File: src/rtl/esdi_drive_cmd_responder.sv
// ESDI drive-side serial command responder: receives 17-bit odd-parity command frames and returns 17-bit status/config responses.
// Latency: ACK asserts ACK_DELAY cycles after the synchronised REQ is seen. cmd_valid follows the 17th bit by 2 cycles.
// Backpressure: cmd_valid/cmd_data hold until cmd_ready. The serial link stalls the host by withholding ACK. Optional ESDI_PARITY_INJECT_EN.
module esdi_drive_cmd_responder #(
    parameter int ACK_DELAY   = 6,
    parameter int BIT_TIMEOUT = 1_000_000
) (
    input  logic        aclk,
    input  logic        areset,
    input  logic        esdi_transfer_req,
    input  logic        esdi_command_data,
    output logic        esdi_transfer_ack,
    output logic        esdi_confstat_data,
    output logic        esdi_command_complete,
    output logic        esdi_attention,
    output logic        cmd_valid,
    input  logic        cmd_ready,
    output logic [15:0] cmd_data,
    input  logic        resp_valid,
    output logic        resp_ready,
    input  logic [15:0] resp_data
`ifdef ESDI_PARITY_INJECT_EN
    ,
    input  logic        inject_parity_err
`endif
);

    localparam int DW = (ACK_DELAY > 1) ? $clog2(ACK_DELAY) : 1;
    localparam int TW = $clog2(BIT_TIMEOUT + 1);
    localparam logic [DW-1:0] DLY_LAST = DW'(ACK_DELAY - 1);
    localparam logic [TW-1:0] TMO_LAST = TW'(BIT_TIMEOUT - 1);

    typedef enum logic [3:0] {
        IDLE, W_DELAY, W_HOLD, CHECK, CMD_OUT, RESP_WAIT, R_WAIT, R_DELAY, R_HOLD
    } state_t;

    state_t      state_q, state_d;
    logic        req_meta_q, req_sync_q, cd_meta_q, cd_sync_q;
    logic [DW-1:0] dly_q, dly_d;
    logic [TW-1:0] tmo_q, tmo_d;
    logic [4:0]  bcnt_q, bcnt_d;
    logic [16:0] isr_q, isr_d;
    logic [16:0] osr_q, osr_d;
    logic        ack_q, ack_d, conf_q, conf_d, cc_q, cc_d, attn_q, attn_d;
    logic        req_low, armed, inj;

`ifdef ESDI_PARITY_INJECT_EN
    assign inj = inject_parity_err;
`else
    assign inj = 1'b0;
`endif

    // Lines are active low; req_low is the synchronised "host is requesting" flag.
    assign req_low = ~req_sync_q;

    // Timeout only runs while a serial frame is in flight.
    assign armed = (state_q == W_DELAY) || (state_q == W_HOLD) || (state_q == CHECK) ||
                   (state_q == R_WAIT)  || (state_q == R_DELAY) || (state_q == R_HOLD);

    assign esdi_transfer_ack     = ack_q;
    assign esdi_confstat_data    = conf_q;
    assign esdi_command_complete = cc_q;
    assign esdi_attention        = attn_q;
    assign cmd_valid             = (state_q == CMD_OUT);
    assign cmd_data              = isr_q[16:1];
    assign resp_ready            = (state_q == RESP_WAIT);

    // State register, synchronisers and all datapath/output registers.
    always_ff @(posedge aclk) begin
        if (areset) begin
            state_q    <= IDLE;
            req_meta_q <= 1'b1;
            req_sync_q <= 1'b1;
            cd_meta_q  <= 1'b1;
            cd_sync_q  <= 1'b1;
            dly_q      <= '0;
            tmo_q      <= '0;
            bcnt_q     <= '0;
            isr_q      <= '0;
            osr_q      <= '0;
            ack_q      <= 1'b1;
            conf_q     <= 1'b1;
            cc_q       <= 1'b0;
            attn_q     <= 1'b1;
        end else begin
            state_q    <= state_d;
            req_meta_q <= esdi_transfer_req;
            req_sync_q <= req_meta_q;
            cd_meta_q  <= esdi_command_data;
            cd_sync_q  <= cd_meta_q;
            dly_q      <= dly_d;
            tmo_q      <= tmo_d;
            bcnt_q     <= bcnt_d;
            isr_q      <= isr_d;
            osr_q      <= osr_d;
            ack_q      <= ack_d;
            conf_q     <= conf_d;
            cc_q       <= cc_d;
            attn_q     <= attn_d;
        end
    end

    // Next-state and output logic for the receive/respond handshake.
    always_comb begin
        state_d = state_q;
        dly_d   = dly_q;
        tmo_d   = '0;
        bcnt_d  = bcnt_q;
        isr_d   = isr_q;
        osr_d   = osr_q;
        ack_d   = ack_q;
        conf_d  = conf_q;
        cc_d    = cc_q;
        attn_d  = attn_q;

        if (armed && (tmo_q == TMO_LAST)) begin
            // Host went silent mid-frame: release the link and flag attention.
            ack_d   = 1'b1;
            conf_d  = 1'b1;
            attn_d  = 1'b0;
            cc_d    = 1'b0;
            state_d = IDLE;
        end else begin
            case (state_q)
                IDLE: begin
                    if (req_low) begin
                        cc_d    = 1'b1;
                        attn_d  = 1'b1;
                        bcnt_d  = '0;
                        dly_d   = '0;
                        state_d = W_DELAY;
                    end
                end
                W_DELAY: begin
                    if (dly_q == DLY_LAST) begin
                        isr_d   = {isr_q[15:0], ~cd_sync_q};
                        ack_d   = 1'b0;
                        state_d = W_HOLD;
                    end else begin
                        dly_d = dly_q + 1'b1;
                    end
                end
                W_HOLD: begin
                    // ACK low: wait for REQ release. ACK high: waiting for next bit's REQ.
                    if (!ack_q) begin
                        if (!req_low) begin
                            ack_d  = 1'b1;
                            bcnt_d = bcnt_q + 1'b1;
                            if (bcnt_q == 5'd16) begin
                                state_d = CHECK;
                            end
                        end
                    end else if (req_low) begin
                        dly_d   = '0;
                        state_d = W_DELAY;
                    end
                end
                CHECK: begin
                    if (^isr_q) begin
                        state_d = CMD_OUT;
                    end else begin
                        attn_d  = 1'b0;
                        cc_d    = 1'b0;
                        state_d = IDLE;
                    end
                end
                CMD_OUT: begin
                    if (cmd_ready) begin
                        if ((isr_q[16:13] == 4'd2) || (isr_q[16:13] == 4'd3)) begin
                            state_d = RESP_WAIT;
                        end else begin
                            cc_d    = 1'b0;
                            state_d = IDLE;
                        end
                    end
                end
                RESP_WAIT: begin
                    if (resp_valid) begin
                        osr_d   = {resp_data, (~^resp_data) ^ inj};
                        bcnt_d  = '0;
                        state_d = R_WAIT;
                    end
                end
                R_WAIT: begin
                    if (req_low) begin
                        conf_d  = ~osr_q[16];
                        dly_d   = '0;
                        state_d = R_DELAY;
                    end
                end
                R_DELAY: begin
                    if (dly_q == DLY_LAST) begin
                        ack_d   = 1'b0;
                        state_d = R_HOLD;
                    end else begin
                        dly_d = dly_q + 1'b1;
                    end
                end
                R_HOLD: begin
                    if (!req_low) begin
                        ack_d  = 1'b1;
                        osr_d  = {osr_q[15:0], 1'b0};
                        bcnt_d = bcnt_q + 1'b1;
                        if (bcnt_q == 5'd16) begin
                            conf_d  = 1'b1;
                            cc_d    = 1'b0;
                            state_d = IDLE;
                        end else begin
                            state_d = R_WAIT;
                        end
                    end
                end
                default: state_d = IDLE;
            endcase
        end

        // Timeout restarts on every state change or ACK edge.
        if (armed && (state_d == state_q) && (ack_d == ack_q)) begin
            tmo_d = tmo_q + 1'b1;
        end
    end

endmodule

File: config.mk
export PLATFORM = sky130hd
export DESIGN_NAME = esdi_drive_cmd_responder
export DESIGN_NICKNAME = d
export VERILOG_FILES = /design/src/rtl/esdi_drive_cmd_responder.sv
export SDC_FILE = /design/constraint.sdc
export NUM_CORES = 1
export LEC_CHECK = 0
export CORE_MARGIN = 1
export CORE_UTILIZATION = 29
export CTS_CLUSTER_SIZE = 30
export DETAILED_ROUTE_END_ITERATION = 10
export PLACE_DENSITY = 0.5
export SYNTH_ARGS = -nofsm -noshare
export SYNTH_HDL_FRONTEND = slang
export SYNTH_SLANG_ARGS = --single-unit
File: constraint.sdc
create_clock -name aclk -period 5.9 [get_ports aclk]
set_clock_uncertainty 0.1 [all_clocks]
set_input_delay 0.59 -clock aclk [delete_from_list [all_inputs] [get_ports aclk]]
set_output_delay 0.59 -clock aclk [all_outputs]
set_load 0.1 [all_outputs]
* Word level (Yosys, flattened, before mapping)
Cells that the tools add are included.
Word-level totals: register bits after elaboration 74, logic and storage cells 124
Cells by class: bitwise logic cells 4, $add $sub $neg 3, equality and inequality tests 28, mux-type cells 46, reduce and logical (&&, ||, !) cells 29
Operator list (number):
- $mux 4 | 11
- $pmux 4 s9 | 1
- $mux 17 | 2
- $pmux 17 s2 | 1
- $add 20x1->20 const B | 1
- $eq 20x20->1 const B | 1
- $mux 5 | 4
- $pmux 5 s4 | 1
- $mux 3 | 6
- $ne 2x2->1 const B | 9
- $reduce_xor 17->1 | 1
- $eq 4x2->1 const B | 4
- $eq 4x3->1 const B | 4
- $reduce_xnor 16->1 | 1
- $mux 1 | 15
- $reduce_and 4->1 | 3
- $pmux 3 s3 | 1
- $reduce_bool 4->1 | 2
- $reduce_or 2->1 | 4
- $reduce_and 7->1 | 1
- $logic_or 1x1->1 | 6
- $ne 3x3->1 const B | 2
- $reduce_and 3->1 | 2
- $reduce_bool 3->1 | 2
- other kinds (17) | 25

* Depth between registers and ports, before layout
Gate-level depths: netlist of the first run.
depth after elaboration 13, mapped depth 11

* Worst setup path after synthesis of the first run
OpenSTA, ideal clock, no wires.
path kind flip-flop to flip-flop, start point reg state_q[2], end point reg tmo_q[16], path buffers 2, path slack 3.328 ns, cell stages (with the launch flop) 10, clock period less this slack 2.572 ns, arrival 2.355 ns, cell sequence dfxtp_1 > clkbuf_1 > and4bb_2 > nand2_1 > nand3_1 > or3_1 > a21boi_1 > o311ai_2 > buf_2 > nor2_1
Between the ends: elaborated cells on any way between the ends 36, classes of those cells eq/ne (10); mux (14); bitwise (1); reduce/logical (11)
RTL lines:
- from (decl) | RTL line 37 | state_t state_q, state_d;
- from (signal assigned) | RTL line 86 | state_q <= state_d;
- $eq 4x3->1
- net resp_ready | RTL line 20 | output logic resp_ready,
- $pmux 4 s9 | RTL line 124 | case (state_q)
- $mux 4 | RTL line 116 | if (armed && (tmo_q == TMO_LAST)) begin
- $eq 4x4->1 | RTL line 218 | if (armed && (state_d == state_q) && (ack_d == ack_q)) begin
- $logic_and 1x1->1 (2 in a row) | RTL line 218
- $not 1->1 (no line)
- $reduce_or 2->1 (no line)
- to (signal assigned) | RTL line 92 | tmo_q <= tmo_d;
- to (decl) | RTL line 40 | logic [TW-1:0] tmo_q, tmo_d;
The timed path passes the listed nets, and every way through them passes these cells. A chain may end at the register's enable or synchronous reset.

* Final worst setup path of the first run
start point reg state_q[2], end point out cmd_valid
Between the ends: longest elaborated chain between the ends 1
Ends and longest elaborated chain:
- $eq 4x3->1 | RTL line 64 | assign cmd_valid = (state_q == CMD_OUT);
- to (decl) | RTL line 16 | output logic cmd_valid,
Every way passes these cells.

==> impl_metrics.ini, run 1 <==
[route]
via_per_inst = 4.88
antenna_left = 0
wl_per_cell_microns = 12.9
vias = 3289
first_pass_iters = 4
drc = 0
drt_wl_total_mm = 8.72
drt_first_iter_violations = 261

[hold_path]
worstHoldPathCells = 1
whs_endpoint = isr_q[0]
min-delay-path-class = register to register
hp-start = cd_sync_q

[logic_synthesis]
ys_top_cells_by_area = dfxtp_1, nand2_1, nor2_1, xnor2_1, xor2_1
synthFlopType = dfxtp_1
syn-num-nets = 509
yosys-top-cells-count = dfxtp_1, nand2_1, nor2_1, a21oi_1, xnor2_1
yosysTopAreaCell = dfxtp_1
syn_avg_cell_area_sq_um = 8.01
async_reset_ff_share_pct = 0
netlist_area_sq_um = 3860
yosysSeqAreaShare_pct = 38.4
synth_cells = 482
ys_ff_latch = 74
synth_edf_count = 0
yosys_warnings = 0
synth.distinct_cells = 52
synthMostInstantiatedCell = dfxtp_1
yosysTopAreaCellShare_pct = 38.4

[place]
pre_cts_slack_ns = 2.46
port_buffers = 43
place.gp.congestion = 0.892
placed_cells = 659
dp.final_hpwl_mm = 6.06

[clock_network]
cts_setup_buffers = 0
postCtsHoldBufs = 0
clkLatencyLatePin_ns = 0.32
cts_made_buffers = 9
clk_pin_slew_ns = 0.06
root_buffer = clkbuf_16
cts_resized = 0
htree_levels = 3
cts_tree = done
clockBufferDepth = 2
cts_sinks = 74

[grt]
grt_max_degree = 52
grt_pass1_vias = 3114
grt_use_total_pct = 13.2
grt.overflow.total = 0
antenna_found_initial = 0
grt_first_pass_wirelength_mm = 15.1

[setup_path]
crit_slowest_cell = clkdlybuf4s50_1
crit_type = register to output pin
path_delay_family = buffers and inverters
rrSetupSlack_ns = 2.49
critPathCaptureType = output pin
worst_setup_path_start_kind = register
cp_data_arrival_time_ns = 2.72
cpPeakStageDelay_ns = 1.14
worstPathRequired_ns = 5.21
path_cells = nor2b_1, nand2_1, inv_1, clkdlybuf4s50_1
crit_fanout = 16
reg2reg_to = tmo_q[7]
cp_num_buf_inv = 2
r2r_start = state_q[1]
reg2reg_depth = 9

[sta]
drv_slew = 0
hold_viol_final = 0
max_freq_ghz = 0.293
period_share_pct = 57.9
tns_ns = 0
finalSetupViolations = 0
layout_min_cycle_time_ns = 3.41
tightestPinTransition_ns = 1.12
relSlewSlack_pct = 25.3
worst_slack_ns = 2.49
grt_setup_unrepaired = no

[final_layout]
nNetsFinal = 525
fill_cells = 1343
diodes = 0
drive_gt1_share_pct = 6.77
final_util_pct = 35.8
finalNonFillerCells = 674
area_delta_synth_final_pct = 18.5

[floorplan]
core_area_sq_um = 12800
die-area_sq_um = 13800
die_w_microns = 117
rows = 41
ios = 44
die_y_microns = 117
initial_utilization_pct = 30.2

[power]
vdd_ir_drop_max_uv = 110
pwr_density_cell_nw_per_um2 = 234
finalPower_mw = 1.07
power_leakage_nw = 1.56

[status]
outcome = completed

[flow_run]
drv_cap = 0
layout make-up:
| cell class | instances | area, sq um | share of cell area [%] |
|---|---|---|---|
| clock buffer | 10 | 239 | 5.22 |
| clock inverter | 5 | 31.3 | 0.684 |
| inverter | 9 | 33.8 | 0.739 |
| multi-input combinational | 357 | 2120 | 46.3 |
| sequential | 74 | 1480 | 32.4 |
| tap | 172 | 215 | 4.70 |
| timing repair buffer | 47 | 455 | 9.96 |
worst reg2reg max path: cells and delay by family (launching register included):
family                 cells  cell delay [ns]
and+or+nand+nor            4             1.20
AOI/OAI and AO/OA          3             0.90
buffers and inverters      2             0.61
DFF                        1             0.48
routing by layer:
layer / wire length (microns) / share of wire [%] / up-vias / GRT usage [%]
met5: 0 / 0 / - / 0
met4: 25 / 0.29 / 0 / 3.90
met3: 354 / 4.1 / 4 / 2.53
met2: 4090 / 47 / 72 / 21.5
met1: 4250 / 49 / 1544 / 17.6
li1: - / - / 1669 / -
cell usage in the layout (no fill, tap or decap), types with 2 or more instances in the layout:
cell	instances
xnor2_1	29
and3_1	9
ha_1	5
mux2i_1	2
inv_1	8
a21oi_1	29
nand2_1	69
clkbuf_16	9
or3_1	7
o211a_1	2
nor4_1	2
clkdlybuf4s50_1	42
dfxtp_1	74
a311oi_1	16
xor2_1	21
nand2b_1	4
o21ai_0	24
nand4_1	9
or2_2	5
buf_4	4
or4_1	2
nand3b_1	4
nor4bb_1	2
nor2_1	69
o211ai_1	2
a31oi_1	2
a221o_1	2
nor2b_1	6
nand3_1	12
clkinv_2	3
metrics by stage:
stage / hold WS [ns] / area [sq um]
floorplan: 0.289 / 3860
global placement: 0.302 / 4300
detailed placement: 0.297 / 4300
CTS: 0.306 / 4570
global route: 0.325 / 4570
finish: 0.303 / 4570
registers in the layout, summed over array words and instances (netlist names):
signal                 cells
bcnt_q                     5
cd_meta_q                  1
cd_sync_q                  1
dly_q                      3
esdi_attention             1
esdi_command_complete      1
esdi_confstat_data         1
esdi_transfer_ack          1
isr_q                     17
osr_q                     17
req_meta_q                 1
req_sync_q                 1
state_q                    4
tmo_q                     20
how the worst max path moves through the flow:
| stage | startpoint | to | slack, ns | cells after the start |
|---|---|---|---|---|
| 3_5_place_dp | state_q[1] | tmo_q[7] | 2.46 | 9 |
| 2_1_floorplan | state_q[2] | tmo_q[16] | 3.33 | 9 |
| 4_1_cts | state_q[1] | tmo_q[7] | 2.43 | 9 |
| 5_1_grt | state_q[1] | tmo_q[7] | 2.13 | 9 |
| 6_report | state_q[2] | cmd_valid | 2.49 | 4 |
| 3_3_place_gp | state_q[1] | tmo_q[14] | 2.61 | 9 |
logic make-up after synthesis:
kind of cell             Yosys count  share of synthesized area, %
multiplexers                       2                         0.519
flip-flops                        74                          38.4
AND/OR/NAND/NOR                  208                          25.4
buffers and inverters             51                          6.81
AO/OA/AOI/OAI                     92                          16.0
XOR/XNOR                          50                          11.3
adder cells (fa/ha/maj)            5                          1.62
where the power goes:
part	internal (mW)	leakage (nW)	switching, mW	total (mW)
clock network	0.292	0.134	0.207	0.499
logic	0.0342	0.834	0.0335	0.0677
registers	0.502	0.597	0.00375	0.506
total	0.828	1.56	0.244	1.07
(Power assumes the default switching activity.)
==> run 2, diff against run 1 <==
clock period = 3.15 ns   (was 5.9 ns; I/O delays follow)
==> run 2 against run 1 <==
- register-to-register slack lost 2.2 ns
- utilization grew 0.44 points
- via count grew 1.3%
- non-clock buffer count grew 6
- critical path type is now register to register
==> impl_metrics.ini, run 2 (same netlist as run 1, synthesis figures left out) <==
[status]
outcome = completed

[sta]
finalSetupViolations = 0
max_freq_ghz = 0.353
tns_ns = 0
hold_viol_final = 0
tightestPinTransition_ns = 1.09
drv_slew = 0
period_share_pct = 90.0
grt_setup_unrepaired = no
layout_min_cycle_time_ns = 2.84
relSlewSlack_pct = 27.4

[clock_network]
cts_made_buffers = 9
postCtsHoldBufs = 0
clockBufferDepth = 2
cts_tree = done
root_buffer = clkbuf_16
cts_setup_buffers = 0
clk_pin_slew_ns = 0.06
cts_resized = 0
cts_sinks = 74
htree_levels = 3
clkLatencyLatePin_ns = 0.32

[power]
finalPower_mw = 2.21
power_switching_uw = 481
comb_power_share_pct = 5.9
vdd_ir_drop_max_uv = 297
pwr_density_cell_nw_per_um2 = 478
p_int_mw = 1.73
switching_share_pct = 21.7
seqPwrFrac_pct = 42.7
clockPowerShare_pct = 51.3
power_leakage_nw = 1.66

[route]
drt_first_iter_violations = 201
vias = 3331
antenna_left = 0
wl_per_cell_microns = 13.0
via_per_inst = 4.89
drc = 0
first_pass_iters = 4
drt_wl_total_mm = 8.84

[final_layout]
drive_gt1_share_pct = 12.4
final_cell_area_sq_um = 4630
diodes = 0
area_delta_synth_final_pct = 20.0
mostFrequentLayoutCells = dfxtp_1, nand2_1, nor2_1, buf_4
final_util_pct = 36.3
top_register = tmo_q
top_regs = tmo_q x20, isr_q x17, osr_q x17
final_common_cell = dfxtp_1
largest_reg_flops = 20
nNetsFinal = 531

[floorplan]
initial_utilization_pct = 30.2
die_y_microns = 117
ios = 44
die-area_sq_um = 13800
core_area_sq_um = 12800
rows = 41
die_w_microns = 117

[place]
port_buffers = 43
dp.final_hpwl_mm = 6.21
place.gp.congestion = 0.835
dpl_cell_area_sq_um = 4290

[setup_path]
worst_setup_path_start_kind = register
critPathLaunch = state_q[1]
path_cells = nor2b_1, or3_1, o221ai_1, a31oi_1, and4b_1, o311ai_2, buf_4, nor2_1
cp_data_arrival_time_ns = 2.94
worstPathRequired_ns = 3.26
crit_slowest_cell = dfxtp_1
r2r_start = state_q[1]
crit_type = register to register
crit_fanout = 20
cpPeakStageDelay_ns = 0.72
critPathCaptureType = register

[grt]
grt_max_degree = 36
grt.overflow.total = 0
grt_first_pass_wirelength_mm = 14.8
antenna_found_initial = 0
grt_use_total_pct = 13.0
grt_pass1_vias = 3116

[flow_run]
drv_cap = 0

[hold_path]
hp-start = cd_meta_q
min-delay-path-class = register to register
==> run 2: final cells by class <==
cell class / instances / area [sq um]
clock buffers: 10 / 239
clock inverters: 6 / 97.6
fillers: 1318 / 8140
inverters: 9 / 33.8
multi-input cells: 357 / 2120
flip-flops and latches: 74 / 1480
well taps: 172 / 215
repair buffers: 53 / 445
==> run 2: power groups by stage <==
| stage | Clock, mW | Combinational [mW] | Sequential [mW] |
|---|---|---|---|
| final | 1.14 | 0.131 | 0.946 |
| after global routing | 1.20 | 0.141 | 0.945 |
| after CTS | 1.17 | 0.133 | 0.945 |
| after detailed placement | 0 | 0.132 | 0.966 |
| after global placement | 0 | 0.131 | 0.966 |
| after floorplan | 0 | 0.0803 | 0.969 |
==> run 2: worst paths after layout <==
| path | end | slack, ns | cells past startpoint |
|---|---|---|---|
| min | cd_sync_q | 0.31 | 1 |
| max | tmo_q[6] | 0.31 | 8 |
| min reg2reg | cd_sync_q | 0.31 | 1 |
| max reg2reg | tmo_q[6] | 0.31 | 8 |
==> run 2: metrics by stage <==
stage               worst slack [ns]  hold slack (ns)  instances
finish                         0.314            0.309        681
global route                   0.139            0.329        681
CTS                            0.356            0.310        681
detailed placement             0.390            0.294        665
global placement               0.419            0.297        665
floorplan                      0.578            0.289        482
==> run 2: layer usage <==
metal	up-vias	global-route usage, %	part of all wire, %
met1	1559	16.9	48
met4	0	5.19	1.0
met2	75	21.0	46
li1	1687	-	-
met3	10	2.58	4.4
met5	-	0	0
==> run 2: worst max-delay path: cells and delay by family (launching register included) <==
kind,cells,cell delay [ns]
AOI/OAI and AO/OA,3,0.71
and+or+nand+nor,4,0.91
buffers and inverters,1,0.29
DFF,1,0.72
==> run 3, diff against run 2 <==
CAP_MARGIN = 15   (was not set)
==> run 3 against run 2 <==
- first-iteration DRC count increased by 14%
- clock-buffer cell count unchanged
- maximum frequency about the same
- cell area grew 0.16%
- register-to-register slack is essentially flat
- sequential share of layout area down 0.052 points
- flip-flop and latch count stayed put
- cell count is 0.15% higher
- clock power barely moved
- sequential power is essentially flat
- global-route usage did not move
==> impl_metrics.ini, run 3 (same netlist as run 1, synthesis figures left out) <==
[power]
vdd_ir_drop_max_uv = 298
power_leakage_nw = 1.67
pwr_density_cell_nw_per_um2 = 477
finalPower_mw = 2.21

[clock_network]
clockBufferDepth = 2
cts_made_buffers = 9
postCtsHoldBufs = 0
cts_resized = 0
cts_sinks = 74
cts_tree = done
clkLatencyLatePin_ns = 0.32
clk_pin_slew_ns = 0.06
root_buffer = clkbuf_16
cts_setup_buffers = 0
htree_levels = 3

[floorplan]
rows = 41
ios = 44
die_y_microns = 117
die_w_microns = 117
die-area_sq_um = 13800
initial_utilization_pct = 30.2
core_area_sq_um = 12800

[grt]
antenna_found_initial = 0
grt.overflow.total = 0
grt_first_pass_wirelength_mm = 14.8
use_met2_pct = 21.0
busiest_layer = met2
grt_pass1_vias = 3116
met3_usage_pct = 2.58
grt_use_total_pct = 13.0
grt_use_met1_pct = 16.9
grt_max_degree = 36

[status]
outcome = completed

[route]
vias = 3356
drc = 0
drt_wl_total_mm = 8.82
antenna_left = 0
via_per_inst = 4.92
wl_per_cell_microns = 12.9
first_pass_iters = 4
drt_first_iter_violations = 229

[sta]
hold_viol_final = 0
tns_ns = 0
relSlewSlack_pct = 50.5
tightestPinTransition_ns = 0.742
hold_slack_ns = 0.309
grt_setup_unrepaired = no
finalSetupViolations = 0
layout_min_cycle_time_ns = 2.83
max_freq_ghz = 0.353
period_share_pct = 90.0
drv_slew = 0

[setup_path]
path_cells = nor2b_1, or3_1, o221ai_1, a31oi_1, and4b_1, o311ai_2, buf_4, nor2_1
endpoint = tmo_q[6]
crit_fanout = 20
crit_slowest_cell = dfxtp_1
cp_data_arrival_time_ns = 2.94
critPathLaunch = state_q[1]
critPathCaptureType = register
reg2reg_depth = 8
reg2reg_to = tmo_q[6]
r2r_start = state_q[1]
crit_type = register to register
cpPeakStageDelay_ns = 0.71
worst_setup_path_start_kind = register
worstPathRequired_ns = 3.26
rrSetupSlack_ns = 0.32

[place]
place.gp.congestion = 0.835
dp.final_hpwl_mm = 6.21
port_buffers = 43
placed_cells = 665

[final_layout]
regArea_sq_um = 1480
mostFrequentLayoutCells = dfxtp_1, nand2_1, nor2_1, buf_4
final_common_cell = dfxtp_1
final_util_pct = 36.3
drive_gt1_share_pct = 12.5
fill_cells = 1319
nNetsFinal = 532
area_delta_synth_final_pct = 20.2
finalNonFillerCells = 682
top_regs = tmo_q x20, isr_q x17, osr_q x17
multiInputGateArea_sq_um = 2120
largest_reg_flops = 20
top_register = tmo_q
diodes = 0

[hold_path]
min-delay-path-class = register to register
worstHoldPathCells = 1

[flow_run]
drv_cap = 0
run 3: layout make-up:
| cell class | count | area share [%] |
|---|---|---|
| clock buffers | 10 | 5.15 |
| clock inverters | 6 | 2.10 |
| inverters | 9 | 0.728 |
| multi-input cells | 357 | 45.7 |
| flip-flops and latches | 74 | 31.9 |
| well taps | 172 | 4.64 |
| repair buffers | 54 | 9.77 |
run 3: worst min-delay path by stage:
stage	from	to	slack [ns]
2_1_floorplan	cd_meta_q	cd_sync_q	0.29
6_report	cd_meta_q	cd_sync_q	0.31
3_3_place_gp	cd_meta_q	cd_sync_q	0.30
5_1_grt	req_meta_q	req_sync_q	0.33
4_1_cts	cd_meta_q	cd_sync_q	0.31
3_5_place_dp	cd_meta_q	cd_sync_q	0.29
run 3: routing by layer:
metal  vias up  share of wire [%]
met3        11                4.4
met1      1583                 48
met5         -                  0
met4         0                1.3
met2        75                 46
li1       1687                  -
run 3: power by group:
part	switching, mW	total, mW	leakage (nW)	internal (mW)
sequential	0.00537	0.945	0.597	0.940
clock	0.411	1.14	0.165	0.726
combinational	0.0660	0.131	0.906	0.0652
run 3: critical path, delay by kind of cell, from the launching register on:
kind,cells,cell delay (ns)
simple gates,4,0.91
flops,1,0.71
compound gates,3,0.71
buf+inv,1,0.29
run 3: metrics by stage:
stage | worst slack [ns] | area, sq um
global route | 0.176 | 4640
floorplan | 0.578 | 3860
finish | 0.316 | 4640
detailed placement | 0.390 | 4290
global placement | 0.419 | 4290
CTS | 0.356 | 4630
